## src/rtl/aie_trip_eval.sv

```systemverilog
// Interlock scan evaluator: one sample per ID on the generator write edge, 2-clk compare pipeline, bitmap published at end of scan.
// No backpressure; trig during a scan aborts it. Build with AIE_DEBOUNCE_EN to require TRIP_CNT consecutive tripped scans per ID.
module aie_trip_eval #(
  parameter int MAX_ID_NUM = 60,
  parameter int DW         = 32,
  parameter int TRIP_CNT   = 3
) (
  input  logic          clk,
  input  logic          reset,
  input  logic          trig,
  input  logic [6:0]    aie_addr,
  input  logic          wr,
  input  logic          mask,
  input  logic          mask2,
  input  logic [DW-1:0] pos_x,
  input  logic [DW-1:0] pos_y,
  input  logic [DW-1:0] lim_x,
  input  logic [DW-1:0] lim_y,
  input  logic          trip_clr,
  output logic [63:0]   trip_bm,
  output logic          trip_out,
  output logic [6:0]    first_id,
  output logic          scan_done,
  output logic [7:0]    scan_err
);
  localparam logic [6:0] MAX_A = 7'(MAX_ID_NUM);
  localparam logic [6:0] NO_ID = 7'h7F;

  if (MAX_ID_NUM < 1 || MAX_ID_NUM > 64 || TRIP_CNT < 1) begin : g_bad_cfg
    $error("aie_trip_eval: unsupported parameter set");
  end

  typedef enum logic [1:0] {IDLE, SCAN, DRAIN, DONE} state_t;

  state_t        state;
  logic          wr_d;
  logic          drain_cnt;
  logic          s1_vld;
  logic          s1_mask2;
  logic [5:0]    s1_addr;
  logic [DW-1:0] s1_ax, s1_ay, s1_lx, s1_ly;
  logic [63:0]   cur_bm;
  logic [63:0]   qual_bm;
  logic [6:0]    low_id;
  logic          sample;
  logic          hit;

  // Most negative input has no positive twin; clamp it to the largest magnitude.
  function automatic logic [DW-1:0] abs_sat(input logic [DW-1:0] v);
    if (!v[DW-1]) return v;
    if (v == {1'b1, {(DW-1){1'b0}}}) return {1'b0, {(DW-1){1'b1}}};
    return ~v + DW'(1);
  endfunction

  assign sample = (state == SCAN) && !trig && wr && !wr_d && mask && (aie_addr < MAX_A);
  assign hit    = (s1_ax > s1_lx) || (s1_mask2 && (s1_ay > s1_ly));

`ifdef AIE_DEBOUNCE_EN
  localparam int CW = $clog2(TRIP_CNT + 1);
  logic [CW-1:0] cnt [64];

  // An ID qualifies when this scan's hit brings its streak to TRIP_CNT.
  always_comb begin
    qual_bm = '0;
    for (int i = 0; i < 64; i++)
      qual_bm[i] = cur_bm[i] && ((int'(cnt[i]) + 1) >= TRIP_CNT);
  end

  always_ff @(posedge clk or negedge reset) begin
    if (!reset) begin
      for (int i = 0; i < 64; i++) cnt[i] <= '0;
    end else if (trip_clr) begin
      for (int i = 0; i < 64; i++) cnt[i] <= '0;
    end else if (state == DONE) begin
      for (int i = 0; i < 64; i++) begin
        if (!cur_bm[i])                     cnt[i] <= '0;
        else if (int'(cnt[i]) < TRIP_CNT)   cnt[i] <= cnt[i] + CW'(1);
      end
    end
  end
`else
  assign qual_bm = cur_bm;
`endif

  always_comb begin
    low_id = NO_ID;
    for (int i = 63; i >= 0; i--)
      if (qual_bm[i]) low_id = 7'(i);
  end

  always_ff @(posedge clk or negedge reset) begin
    if (!reset) begin
      state     <= IDLE;
      wr_d      <= 1'b0;
      drain_cnt <= 1'b0;
      s1_vld    <= 1'b0;
      s1_mask2  <= 1'b0;
      s1_addr   <= '0;
      s1_ax     <= '0;
      s1_ay     <= '0;
      s1_lx     <= '0;
      s1_ly     <= '0;
      cur_bm    <= '0;
      trip_bm   <= '0;
      trip_out  <= 1'b0;
      first_id  <= NO_ID;
      scan_done <= 1'b0;
      scan_err  <= '0;
    end else begin
      wr_d      <= wr;
      scan_done <= 1'b0;
      s1_vld    <= sample;
      if (sample) begin
        s1_addr  <= aie_addr[5:0];
        s1_mask2 <= mask2;
        s1_ax    <= abs_sat(pos_x);
        s1_ay    <= abs_sat(pos_y);
        s1_lx    <= lim_x;
        s1_ly    <= lim_y;
      end
      if (s1_vld && hit) cur_bm[s1_addr] <= 1'b1;

      case (state)
        IDLE: begin
          if (trig) begin
            state  <= SCAN;
            cur_bm <= '0;
          end
        end
        SCAN, DRAIN: begin
          if (trig) begin
            state  <= SCAN;
            cur_bm <= '0;
            s1_vld <= 1'b0;
            if (scan_err != 8'hFF) scan_err <= scan_err + 8'd1;
          end else if (state == SCAN) begin
            if (aie_addr >= MAX_A) begin
              state     <= DRAIN;
              drain_cnt <= 1'b0;
            end
          end else if (drain_cnt) begin
            state <= DONE;
          end else begin
            drain_cnt <= 1'b1;
          end
        end
        DONE: begin
          trip_bm   <= cur_bm;
          scan_done <= 1'b1;
          if (trig) begin
            state  <= SCAN;
            cur_bm <= '0;
          end else begin
            state <= IDLE;
          end
        end
        default: state <= IDLE;
      endcase

      // A trip published in DONE beats a simultaneous operator clear.
      if (state == DONE && |qual_bm) begin
        trip_out <= 1'b1;
        if (trip_clr || first_id == NO_ID) first_id <= low_id;
      end else if (trip_clr) begin
        trip_out <= 1'b0;
        first_id <= NO_ID;
      end
    end
  end
endmodule

```

## config.mk

```make
export PLATFORM = sky130hd
export DESIGN_NAME = aie_trip_eval
export DESIGN_NICKNAME = d
export VERILOG_FILES = /design/src/rtl/aie_trip_eval.sv
export SDC_FILE = /design/constraint.sdc
export NUM_CORES = 1
export LEC_CHECK = 0
export BUFFER_PORTS_ARGS = -buffer_cell sky130_fd_sc_hd__buf_4
export CELL_PAD_IN_SITES_DETAIL_PLACEMENT = 0
export CELL_PAD_IN_SITES_GLOBAL_PLACEMENT = 1
export CORE_AREA = 2 2 175 212
export DETAILED_ROUTE_END_ITERATION = 7
export DIE_AREA = 0 0 177 214
export GPL_TIMING_DRIVEN = 0
export PLACE_DENSITY_LB_ADDON = 0.25
export SYNTH_ARGS = -nofsm -noshare
export SYNTH_HDL_FRONTEND = slang
export SYNTH_SLANG_ARGS = --single-unit
```

## constraint.sdc

```tcl
create_clock -name clk -period 2.6 [get_ports clk]
set_clock_uncertainty 0.2 [all_clocks]
set_input_delay 0.52 -clock clk [delete_from_list [all_inputs] [get_ports clk]]
set_output_delay 0.52 -clock clk [all_outputs]
set_load 0.01 [all_outputs]
```

Yosys cells after proc, flatten, opt, wreduce, memory -nomap -nowiden
Index checks and enable logic that the tools add are counted.
{"block": "word_totals", "input_bits": 142, "romBits": 0, "out_inout_bits": 81, "latch_bits": 0, "reg_bits": 285, "ramBits": 0, "elab_cells": 168, "mem_count": 0}
{"block": "classes", "order_cmp": 6, "n_mux": 104, "multipliers": 0, "add_sub_neg": 3, "n_div": 0, "bitwise": 4, "reduce_logical": 22, "shifts": 0, "n_eq_ne": 13}
{"op": "7-bit 2-to-1 mux", "n": 67}
{"op": "32-bit 2-to-1 mux", "n": 8}
{"op": "64-bit 2-to-1 mux", "n": 3}
{"op": "32-bit by 1-bit adder with 32-bit output, second input constant", "n": 2}
{"op": "32-bit == test, second input constant", "n": 2}
{"op": "32-bit greater-than comparator", "n": 2}
{"op": "32-bit inverter", "n": 2}
{"op": "64-bit bitwise OR", "n": 1}
{"op": "64-bit OR reduction", "n": 1}
{"op": "1-bit 2-to-1 mux", "n": 19}
{"op": "2-bit 2-to-1 mux", "n": 5}
{"op": "1-bit logical AND", "n": 9}
{"op": "3-bit AND reduction", "n": 3}
{"op": "8-bit by 1-bit adder with 8-bit output, second input constant", "n": 1}
{"op": "4-bit inequality test, second input constant", "n": 2}
{"op": "8-bit inequality test, second input constant", "n": 1}
{"op": "7-bit == test, second input constant", "n": 1}
{"op": "7-bit by 6-bit greater-or-equal comparator with 1-bit output, second input constant", "n": 1}
{"op": "6-bit by 7-bit < comparator with 1-bit output, second input constant", "n": 1}
{"op": "7-bit by 6-bit < comparator with 1-bit output, second input constant", "n": 1}
{"op": "1-bit demux with 6-bit select", "n": 1}
{"op": "6-bit by 1-bit greater-or-equal comparator with 1-bit output, second input constant", "n": 1}
{"op": "2-bit case mux with 3 select lines", "n": 1}
{"op": "2-bit == test, second input constant", "n": 2}
{"op": "other kinds (12)", "n": 15}

Depth between registers and ports, before layout
Gate-level depths: netlist of the first run.
{"block": "logic_depth", "word_depth": 66, "ltp_mapped": 10, "ltp_nobuf": 9}

Worst setup path before layout of the first run
Ideal clock, no wire load.
{"block": "synth_timing", "path_kind": "register -> register", "start": "register s1_ax[5]", "end": "register cur_bm[10]", "slack_ps": -217, "path_buffers": 1, "arrival_ps": 2465, "setup_ps": 152, "required_time_ps": 2248, "period_less_slack_ps": 2817, "stages_incl_launch_ff": 10, "cell_sequence": "dfrtp_1 -> ha_1 -> a2111oi_0 -> nand2_1 -> o311ai_0 -> nand3_1 -> a22o_1 -> clkbuf_1 -> o2111ai_1 -> o22ai_1"}
{"block": "synth_between", "elab_chain_len": 4}
{"item": "from (decl)", "line": "41", "rtl": "logic [DW-1:0] s1_ax, s1_ay, s1_lx, s1_ly;"}
{"item": "from (signal assigned)", "line": "116", "rtl": "s1_ax <= abs_sat(pos_x);"}
{"item": "32-bit greater-than comparator", "line": "56", "rtl": "assign hit = (s1_ax > s1_lx) || (s1_mask2 && (s1_ay > s1_ly));"}
{"item": "1-bit logical OR", "line": "56"}
{"item": "1-bit logical AND", "line": "121", "rtl": "if (s1_vld && hit) cur_bm[s1_addr] <= 1'b1;"}
{"item": "3-bit by 1-bit inequality test with 1-bit output (no source line)"}
{"item": "to (signal, indexed assignment)", "line": "121"}
{"item": "to (signal assigned)", "line": "127", "rtl": "cur_bm <= '0;"}
{"item": "to (signal assigned)", "line": "133", "rtl": "cur_bm <= '0;"}
{"item": "to (decl)", "line": "42", "rtl": "logic [63:0] cur_bm;"}
Every way passes these cells.
A chain may end at the register's enable or synchronous reset.

Worst setup path in the final report of the first run
{"block": "layout_timing", "start": "register s1_ay[28]", "end": "register cur_bm[33]"}
{"block": "layout_between", "elab_chain_len": 5}
{"item": "from (decl)", "line": "41"}
{"item": "from (signal assigned)", "line": "117", "rtl": "s1_ay <= abs_sat(pos_y);"}
{"item": "32-bit greater-than comparator", "line": "56"}
{"item": "1-bit logical AND", "line": "56"}
{"item": "1-bit logical OR", "line": "56"}
{"item": "1-bit logical AND", "line": "121"}
{"item": "3-bit by 1-bit inequality test with 1-bit output (no source line)"}
Every way passes these cells.

==> results of run 1 <==
-- cell usage after synthesis, drive strengths merged (4+ instances only) --
master	number	share of area [%]
o211ai	11	0.58
nand4	18	0.79
dfrtp	278	49
a221oi	5	0.31
o21a	10	0.53
a21oi	77	2.7
a211oi	4	0.21
a2111oi	6	0.37
ha	72	6.3
o22ai	67	3.0
a21o	4	0.21
xor2	52	3.2
o41ai	12	0.79
clkbuf	53	1.4
nor3	15	0.61
or3	5	0.23
a311oi	5	0.31
nand2b	5	0.22
o311ai	7	0.43
inv	142	3.8
nor4	24	1.2
mux2	67	5.3
a31oi	4	0.18
or4	14	0.83
o21ai	108	3.8
nor2	92	2.5
o31ai	18	0.95
dfstp	7	1.3
nand3b	4	0.21
nand3	26	0.92
nand2	131	3.5
xnor2	7	0.43
o2111ai	11	0.68
buf	7	0.26
-- worst max path at each step --
| stage | startpoint | endpoint | slack, ps | cells after the start |
|---|---|---|---|---|
| final | s1_ay[28] | cur_bm[33] | -290 | 11 |
| after global routing | s1_ay[27] | cur_bm[4] | -380 | 10 |
| after CTS | s1_lx[5] | cur_bm[24] | -150 | 11 |
| after detailed placement | s1_ay[27] | cur_bm[36] | -1250 | 8 |
| after global placement | reset | s1_ay[17] | -1770 | 1 |
| after floorplan | pos_x[0] | s1_ax[20] | -140 | 8 |
-- what timing repair did --
item                                    CTS  global route
setup buffers                            20             9
hold buffers                             73             0
pin swaps                                31            11
hold endpoints to repair                121             0
resized for setup                        93            66
endpoints found under the setup margin  170           180
cloned                                    0             0
-- logic make-up (layout without fill, tap and decap cells) --
logic type	Yosys count	after routing
AO/OA/AOI/OAI	372	372
multiplexers	70	70
buffers and inverters	202	582
XOR/XNOR	59	59
adder cells (fa/ha/maj)	72	72
flip-flops	285	285
AND/OR/NAND/NOR	358	358
other	0	1
-- critical path, delay by kind of cell, from the launching register on --
family          cells  cell delay [ps]
fa+ha+maj           1              300
buf+inv             3              490
flops               1              420
compound gates      4              700
simple gates        3              620
-- report_power, final --
part | switching, mW | total [mW] | internal [mW]
registers | 0.761 | 6.47 | 5.71
clock network | 1.81 | 4.49 | 2.68
logic | 3.44 | 6.35 | 2.91
total | 6.01 | 17.3 | 11.3
-- sequential cells by signal, indices dropped and copies added, names as in the netlist, 2 cells and up --
register / count
s1_ay: 32
cur_bm: 64
s1_ax: 32
scan_err: 8
state: 2
s1_ly: 32
trip_bm: 64
first_id: 7
s1_lx: 32
s1_addr: 6
-- final cells by class --
class,instances,area [um^2]
clock inverter,15,180
timing repair buffer,325,2790
multi-input combinational,931,7140
inverter,142,548
buffer,60,280
antenna,1,2.50
tap,468,586
fill,3186,16100
sequential,285,7140
clock buffer,40,850
-- metrics by stage --
stage / total power, mW / TNS [ps] / utilization, % / instance area, um^2
after floorplan: 10.0 / -1030 / - / 14300
after global placement: 11.7 / -619370 / 46.5 / 16600
after detailed placement: 11.8 / -133350 / 46.7 / 16700
after CTS: 17.1 / -6910 / 53.8 / 19200
after global routing: 18.6 / -19290 / 54.7 / 19500
final: 17.3 / -14460 / 54.7 / 19500
-- per-layer routing --
layer	part of all wire, %	GRT usage, %	wire (um)	up-vias
li1	-	-	-	5788
met1	42	27.0	17200	5899
met2	51	39.0	21200	276
met3	4.1	2.68	1700	73
met4	3.2	7.30	1320	0
met5	0	0	0	-
==> metrics.txt, run 1 <==
clock root buffer master clkbuf_16; DRT Wirelength 41500 um; hold_sp pos_x[0]; Post-Syn Area 0.0142 mm^2; Final Max Tran Viols 0; initial core utilization 39.8%; DIE WIDTH 177 um; Seq/Total Area, Yosys 50.3%; core area 0.0357 mm^2; commonest cells after routing, fill and taps aside 278 x dfrtp_1, 235 x buf_4, 137 x inv_1, 129 x nand2_1, 98 x o21ai_0; launch point of the worst reg-to-reg path s1_ay[28]; PortBufs 220; Die ar. 0.0379 mm^2; Post-Synthesis Cells 1418; Post-synth EDFFs 0; routed len/inst 18.3 um; GRT overflow 0; most common cell after layout, fill and taps aside dfrtp_1; measured slew at the worst slew-check pin 791 ps; Synth Net Count 1632; Final Wtd Congestion 0.846; row count 76; worst path cell trace ha_4, nand3_4, nor3_4, nand4_1, a311oi_2, a41oi_4, buf_12, buf_12, o21ai_4, buf_6, o22ai_2; Final min period 2890 ps; Slew headroom 47.2%; vias per inst 5.31; DR pass1 iterations 5; setup violators final 64; Worst IR Drop VDD 0.596 mV; power per cell area 887 mW/mm^2; Async SR Flop Fraction 100%; total track usage 21.8%; Adder-Cell Fraction of Synth Area 6.35%; cell count after placement 2109; detailed-route via count 12000; #FFs+latches synth 285; Ports 223; Hold EP s1_ax[0]; Max Fclk 346 MHz; post-synthesis simple-gate area fraction 12.2%; violated checks setup timing; CTS Sinks 285; r2r setup slk -290 ps; dpl hpwl 30100 um; Finished Layout Cells 2267; Hold Path Depth 3; Synth Warn # 0; compound-cell area share of the yosys netlist 16.5%; reg2reg end cur_bm[33]; CTS Buffer Depth 3; Crit path required time 2810 ps; crit path launch type flop; Post-Synth XOR/XNOR Area 3.64%; TritonCTS buffer count 30; most frequent CP cell buf_12; Initial DRC Count 597; slowest CP cell dfrtp_1; H-tree Lvls 1; first-pass GRT wire length 66200 um; reg2reg path depth 11; final period utilization 111%; status complete, but fails checks; Static Leakage 8.90 nW; WHS 65.3 ps; final setup margin -290 ps; mux share of post-synthesis cell area 5.53%; initial antenna violation count 1; Yosys cell types 72; clk_lat worst skew 560 ps; Routed Antenna Nets 0; layout cells sized above 1 29.9%; arrival time worst endpoint 3100 ps; Final nets 1989; DRC 0; die height 214 um; Max Fanout on Critical Path 7; Clock transition at path regs 60 ps; RSZ-0062 raised after global routing true; Crit path largest cell delay 420 ps; Syn Area/Cell 10.0 um^2; Primary FF master, synth dfrtp_1; pre-CTS setup slack -1250 ps; Crit Path Class flop to flop; TritonCTS clock tree done; min-delay worst type input pin to flop; Layout area overhead 37.5%; largest family of logic cells by synthesized area compound AO/OA/AOI/OAI gates; Max Cap Violations 0; vias in the first global route 12400; largest net degree at the start of global routing 83; final number of hold-violating endpoints 0; CP endpoint kind flop
Note: power is estimated with default switching activity, not from simulation.
==> run 2: changes to the inputs <==
--- a/config.mk
+++ b/config.mk
@@ -12,7 +12,7 @@
 export DETAILED_ROUTE_END_ITERATION = 7
 export DIE_AREA = 0 0 177 214
 export GPL_TIMING_DRIVEN = 0
-export PLACE_DENSITY_LB_ADDON = 0.25
+export PLACE_DENSITY_LB_ADDON = 0.12
 export SYNTH_ARGS = -nofsm -noshare
 export SYNTH_HDL_FRONTEND = slang
 export SYNTH_SLANG_ARGS = --single-unit
==> run 2 against run 1 <==
  * The run still ends with setup timing left
  * Critical path depth unchanged
  * Non-clock buffer count stayed put
  * Clock power rose by 12%
  * Die area stayed put
  * Routed wire length grew 1.4%
  * Design area grew 0.65%
  * Core utilization up 0.35 points
  * Critical path type unchanged
  * Critical endpoint is now cur_bm[9]
  * Largest power group unchanged
  * Highest routed layer unchanged
==> metrics.txt, run 2 (synthesis gave the netlist of run 1 again) <==
Max Cap Violations 0; vias per inst 5.28; DRT Wirelength 42100 um; power per cell area 915 mW/mm^2; Crit path buffers/inverters 3; CTS Buffer Depth 3; Layout area overhead 38.4%; Static Leakage 8.96 nW; largest registers cur_bm: 64 flops, trip_bm: 64 flops; PortBufs 220; violated checks setup timing; Clock transition at path regs 60 ps; Slew headroom 47.6%; Ports 223; DR pass1 iterations 4; final number of hold-violating endpoints 0; clock root buffer master clkbuf_16; final core occ 55.1%; die height 214 um; Final nets 1989; Crit path largest cell delay 410 ps; most frequent CP cell buf_6; TritonCTS buffer count 30; Crit path required time 2820 ps; total track usage 22.3%; Final Wtd Congestion 0.870; Hold EP s1_ax[0]; Hold Path Depth 3; final setup margin -177 ps; Crit Path Class flop to flop; Layout fillers 3243; setup violators final 64; Max Fclk 360 MHz; CP endpoint kind flop; row count 76; core area 0.0357 mm^2; DRC 0; reg2reg path depth 11; initial antenna violation count 1; launch point of the worst reg-to-reg path s1_ay[25]; Initial DRC Count 610; slowest CP cell dfrtp_1; first-pass GRT wire length 67500 um; vias in the first global route 12600; arrival time worst endpoint 3000 ps; layout cells sized above 1 30.5%; final period utilization 107%; Final Max Tran Viols 0; Max Fanout on Critical Path 7; RSZ-0062 raised after global routing true; status complete, but fails checks; critical path depth 11; H-tree Lvls 1; dpl hpwl 30100 um; commonest cells after routing, fill and taps aside 278 x dfrtp_1, 232 x buf_4, 135 x inv_1, 129 x nand2_1, 96 x o21ai_0; Worst IR Drop VDD 0.672 mV; GRT overflow 0; crit path launch type flop; r2r setup slk -180 ps; Largest delay share family, worst path compound AO/OA/AOI/OAI gates; hold_sp pos_x[0]; CTS Sinks 285; routed len/inst 18.6 um; worst path cell trace ha_4, nand3_4, nor3_4, nand4_1, a311oi_2, a41oi_4, buf_12, buf_6, o21ai_4, buf_6, o22ai_2; measured slew at the worst slew-check pin 786 ps; TritonCTS clock tree done; clk_lat worst skew 570 ps; most common cell after layout, fill and taps aside dfrtp_1; initial core utilization 39.8%; pre-CTS setup slack -1340 ps; detailed-route via count 12000; Die ar. 0.0379 mm^2; Final min period 2780 ps; Routed Antenna Nets 0; reg2reg end cur_bm[9]; min-delay worst type input pin to flop; DIE WIDTH 177 um; largest net degree at the start of global routing 114
==> run 2: per-layer routing <==
metal / GRT usage, % / share of wire (%) / up-vias
met5: 0 / 0 / -
met4: 8.29 / 3.4 / 0
met3: 2.98 / 4.3 / 70
met2: 39.4 / 50 / 264
met1: 27.6 / 42 / 5852
li1: - / - / 5789
==> run 2: layout make-up <==
type | count | area (um^2) | share of cell area (%)
Multi-Input combinational cell | 931 | 7160 | 36.4
Sequential cell | 285 | 7140 | 36.4
Timing Repair Buffer | 325 | 2770 | 14.1
Clock buffer | 36 | 835 | 4.25
Tap cell | 468 | 586 | 2.98
Inverter | 142 | 548 | 2.79
Clock inverter | 20 | 329 | 1.68
Buffer | 60 | 282 | 1.43
Antenna cell | 1 | 2.50 | 0.0127
==> run 2: power breakdown <==
| group | total [mW] | leakage, nW | internal [mW] | switching [mW] |
|---|---|---|---|---|
| Combinational | 6.47 | 4.75 | 2.98 | 3.49 |
| Clock | 5.04 | 0.582 | 3.17 | 1.87 |
| Sequential | 6.47 | 3.63 | 5.71 | 0.759 |
==> run 2: repair_timing <==
item	CTS	global route
buffers inserted	25	6
hold buffers	72	0
hold endpoints to repair	134	0
pin swaps	38	16
endpoints found under the setup margin	237	125
resized for setup	120	45
==> run 2: metrics by stage <==
| step | std cells | setup TNS [ps] | hold WS, ps | instance area [um^2] | power (mW) |
|---|---|---|---|---|---|
| detailed placement | 2108 | -153110 | 271 | 16600 | 11.9 |
| global route | 2268 | -14060 | 11.9 | 19600 | 19.2 |
| floorplan | 1418 | -1030 | 24.4 | 14300 | 10.0 |
| global placement | 2106 | -659180 | 267 | 16600 | 11.7 |
| CTS | 2261 | -6470 | 23.9 | 19400 | 18.0 |
| finish | 2268 | -8860 | 23.4 | 19600 | 18.0 |
==> run 2: how the worst max path moves through the flow <==
stage | to | startpoint | slack [ps]
6_report | cur_bm[9] | s1_ay[25] | -180
5_1_grt | cur_bm[9] | s1_ay[24] | -270
4_1_cts | cur_bm[26] | s1_lx[5] | -160
3_5_place_dp | cur_bm[57] | s1_ay[28] | -1340
3_3_place_gp | s1_ly[22] | reset | -1820
2_1_floorplan | s1_ax[20] | pos_x[0] | -140
==> run 2: worst register-to-register path, delay by kind of cell (launching register included) <==
family,cells,cell delay (ps)
flops,1,410
buf+inv,3,480
fa+ha+maj,1,300
compound gates,4,680
simple gates,3,580
==> run 3: changes to the inputs <==
--- a/config.mk
+++ b/config.mk
@@ -12,6 +12,7 @@
 export DETAILED_ROUTE_END_ITERATION = 7
 export DIE_AREA = 0 0 177 214
 export GPL_TIMING_DRIVEN = 0
+export MAX_ROUTING_LAYER = met4
 export PLACE_DENSITY_LB_ADDON = 0.12
 export SYNTH_ARGS = -nofsm -noshare
 export SYNTH_HDL_FRONTEND = slang
==> run 3 against run 2 <==
  * The flow still finishes with violations (setup timing)
  * Total power hardly changed
  * Critical path depth unchanged
  * Register-to-register slack hardly changed
  * Maximum frequency down 0.48%
  * Critical endpoint unchanged
  * Highest routed layer unchanged
==> metrics.txt, run 3 (synthesis gave the netlist of run 1 again) <==
Max Fanout on Critical Path 7; Layout fillers 3243; arrival time worst endpoint 3010 ps; setup violators final 64; Final Max Tran Viols 0; Final Wtd Congestion 0.885; total track usage 23.0%; Slew headroom 47.2%; vias per inst 5.29; Routed Antenna Nets 0; power per cell area 915 mW/mm^2; DR pass1 iterations 5; Static Leakage 8.96 nW; final period utilization 107%; Multi-input gate area 0.00716 mm^2; layout cells sized above 1 30.5%; Layout area overhead 38.4%; first-pass GRT wire length 67500 um; design area 0.0196 mm^2; min-delay worst type input pin to flop; final number of hold-violating endpoints 0; CTS Sinks 285; Ports 223; die height 214 um; Clock transition at path regs 60 ps; H-tree Lvls 1; largest registers cur_bm: 64 flops, trip_bm: 64 flops; vias in the first global route 12600; RSZ-0062 raised after global routing true; largest net degree at the start of global routing 114; dpl hpwl 30100 um; TritonCTS clock tree done; Crit Path Class flop to flop; CP endpoint kind flop; Crit path required time 2820 ps; CTS Buffer Depth 3; Final min period 2790 ps; DRT Wirelength 42100 um; WHS 24.6 ps; commonest cells after routing, fill and taps aside 278 x dfrtp_1, 232 x buf_4, 135 x inv_1, 129 x nand2_1, 96 x o21ai_0; core area 0.0357 mm^2; Max Fclk 358 MHz; Die ar. 0.0379 mm^2; GRT overflow 0; status complete, but fails checks; most common cell after layout, fill and taps aside dfrtp_1; post-layout total power 18.0 mW; row count 76; clock root buffer master clkbuf_16; Initial DRC Count 564; initial antenna violation count 2; DRC 0; TritonCTS buffer count 30; Worst IR Drop VDD 0.671 mV; measured slew at the worst slew-check pin 793 ps; Final nets 1989; crit path launch type flop; initial core utilization 39.8%; detailed-route via count 12000; DP Area 0.0166 mm^2; final setup margin -190 ps; Max Cap Violations 0; clk_lat worst skew 570 ps; violated checks setup timing; PortBufs 220; Reg area 0.00714 mm^2; routed len/inst 18.6 um; DIE WIDTH 177 um
## run 3: path summary, 6_finish.rpt
check / start / end / slack [ps] / cells after the start
setup / recovery: s1_ay[25] / cur_bm[9] / -190 / 11
hold / removal: pos_x[0] / s1_ax[0] / 20 / 3
setup reg to reg: s1_ay[25] / cur_bm[9] / -190 / 11
hold reg to reg: trip_out / trip_out / 280 / 1
max in group asynchronous: reset / s1_ly[17] / 430 / 4
min in group asynchronous: reset / trip_bm[46] / 280 / 2
## run 3: worst max-delay path, stage by stage, from the launching register on
cell and delay [ps]:
dfrtp_1 410, ha_4 300, nand3_4 80, nor3_4 310, nand4_1 200, a311oi_2 340
a41oi_4 60, buf_12 190, buf_6 120, o21ai_4 190, buf_6 170, o22ai_2 70
## run 3: layout make-up
cell class | count | area share [%]
sequential | 285 | 36.3
timing repair buffer | 325 | 14.1
inverter | 142 | 2.79
buffer | 60 | 1.43
antenna | 2 | 0.0255
tap | 468 | 2.98
clock buffer | 36 | 4.25
clock inverter | 20 | 1.68
multi-input combinational | 931 | 36.4
## run 3: power breakdown
part,internal (mW),switching (mW)
sequential,5.71,0.759
clock,3.17,1.87
combinational,2.98,3.50
## run 3: per-stage QoR
step	setup slack, ps	util (%)	cells	TNS (ps)
2_1_floorplan	-136	-	1418	-1030
3_3_place_gp	-1820	46.5	2106	-659180
3_5_place_dp	-1340	46.7	2108	-153110
4_1_cts	-163	54.5	2261	-6470
5_1_grt	-274	55.1	2269	-14060
6_report	-190	55.1	2269	-9610
## run 3: what timing repair did
action                                 4_1_cts  5_1_grt
endpoints found under the hold margin      134        0
hold buffers                                72        0
setup buffers                               25        6
gates resized for setup                    120       45
pin swaps                                   38       16
setup endpoints to repair                  237      125
## run 3: layer usage
metal,track usage [%],vias to the layer above,routed length (um)
met3,2.96,77,1890
met2,39.4,281,21200
met1,27.7,5848,17600
met4,8.29,0,1450
met5,-,-,0
li1,-,5786,-
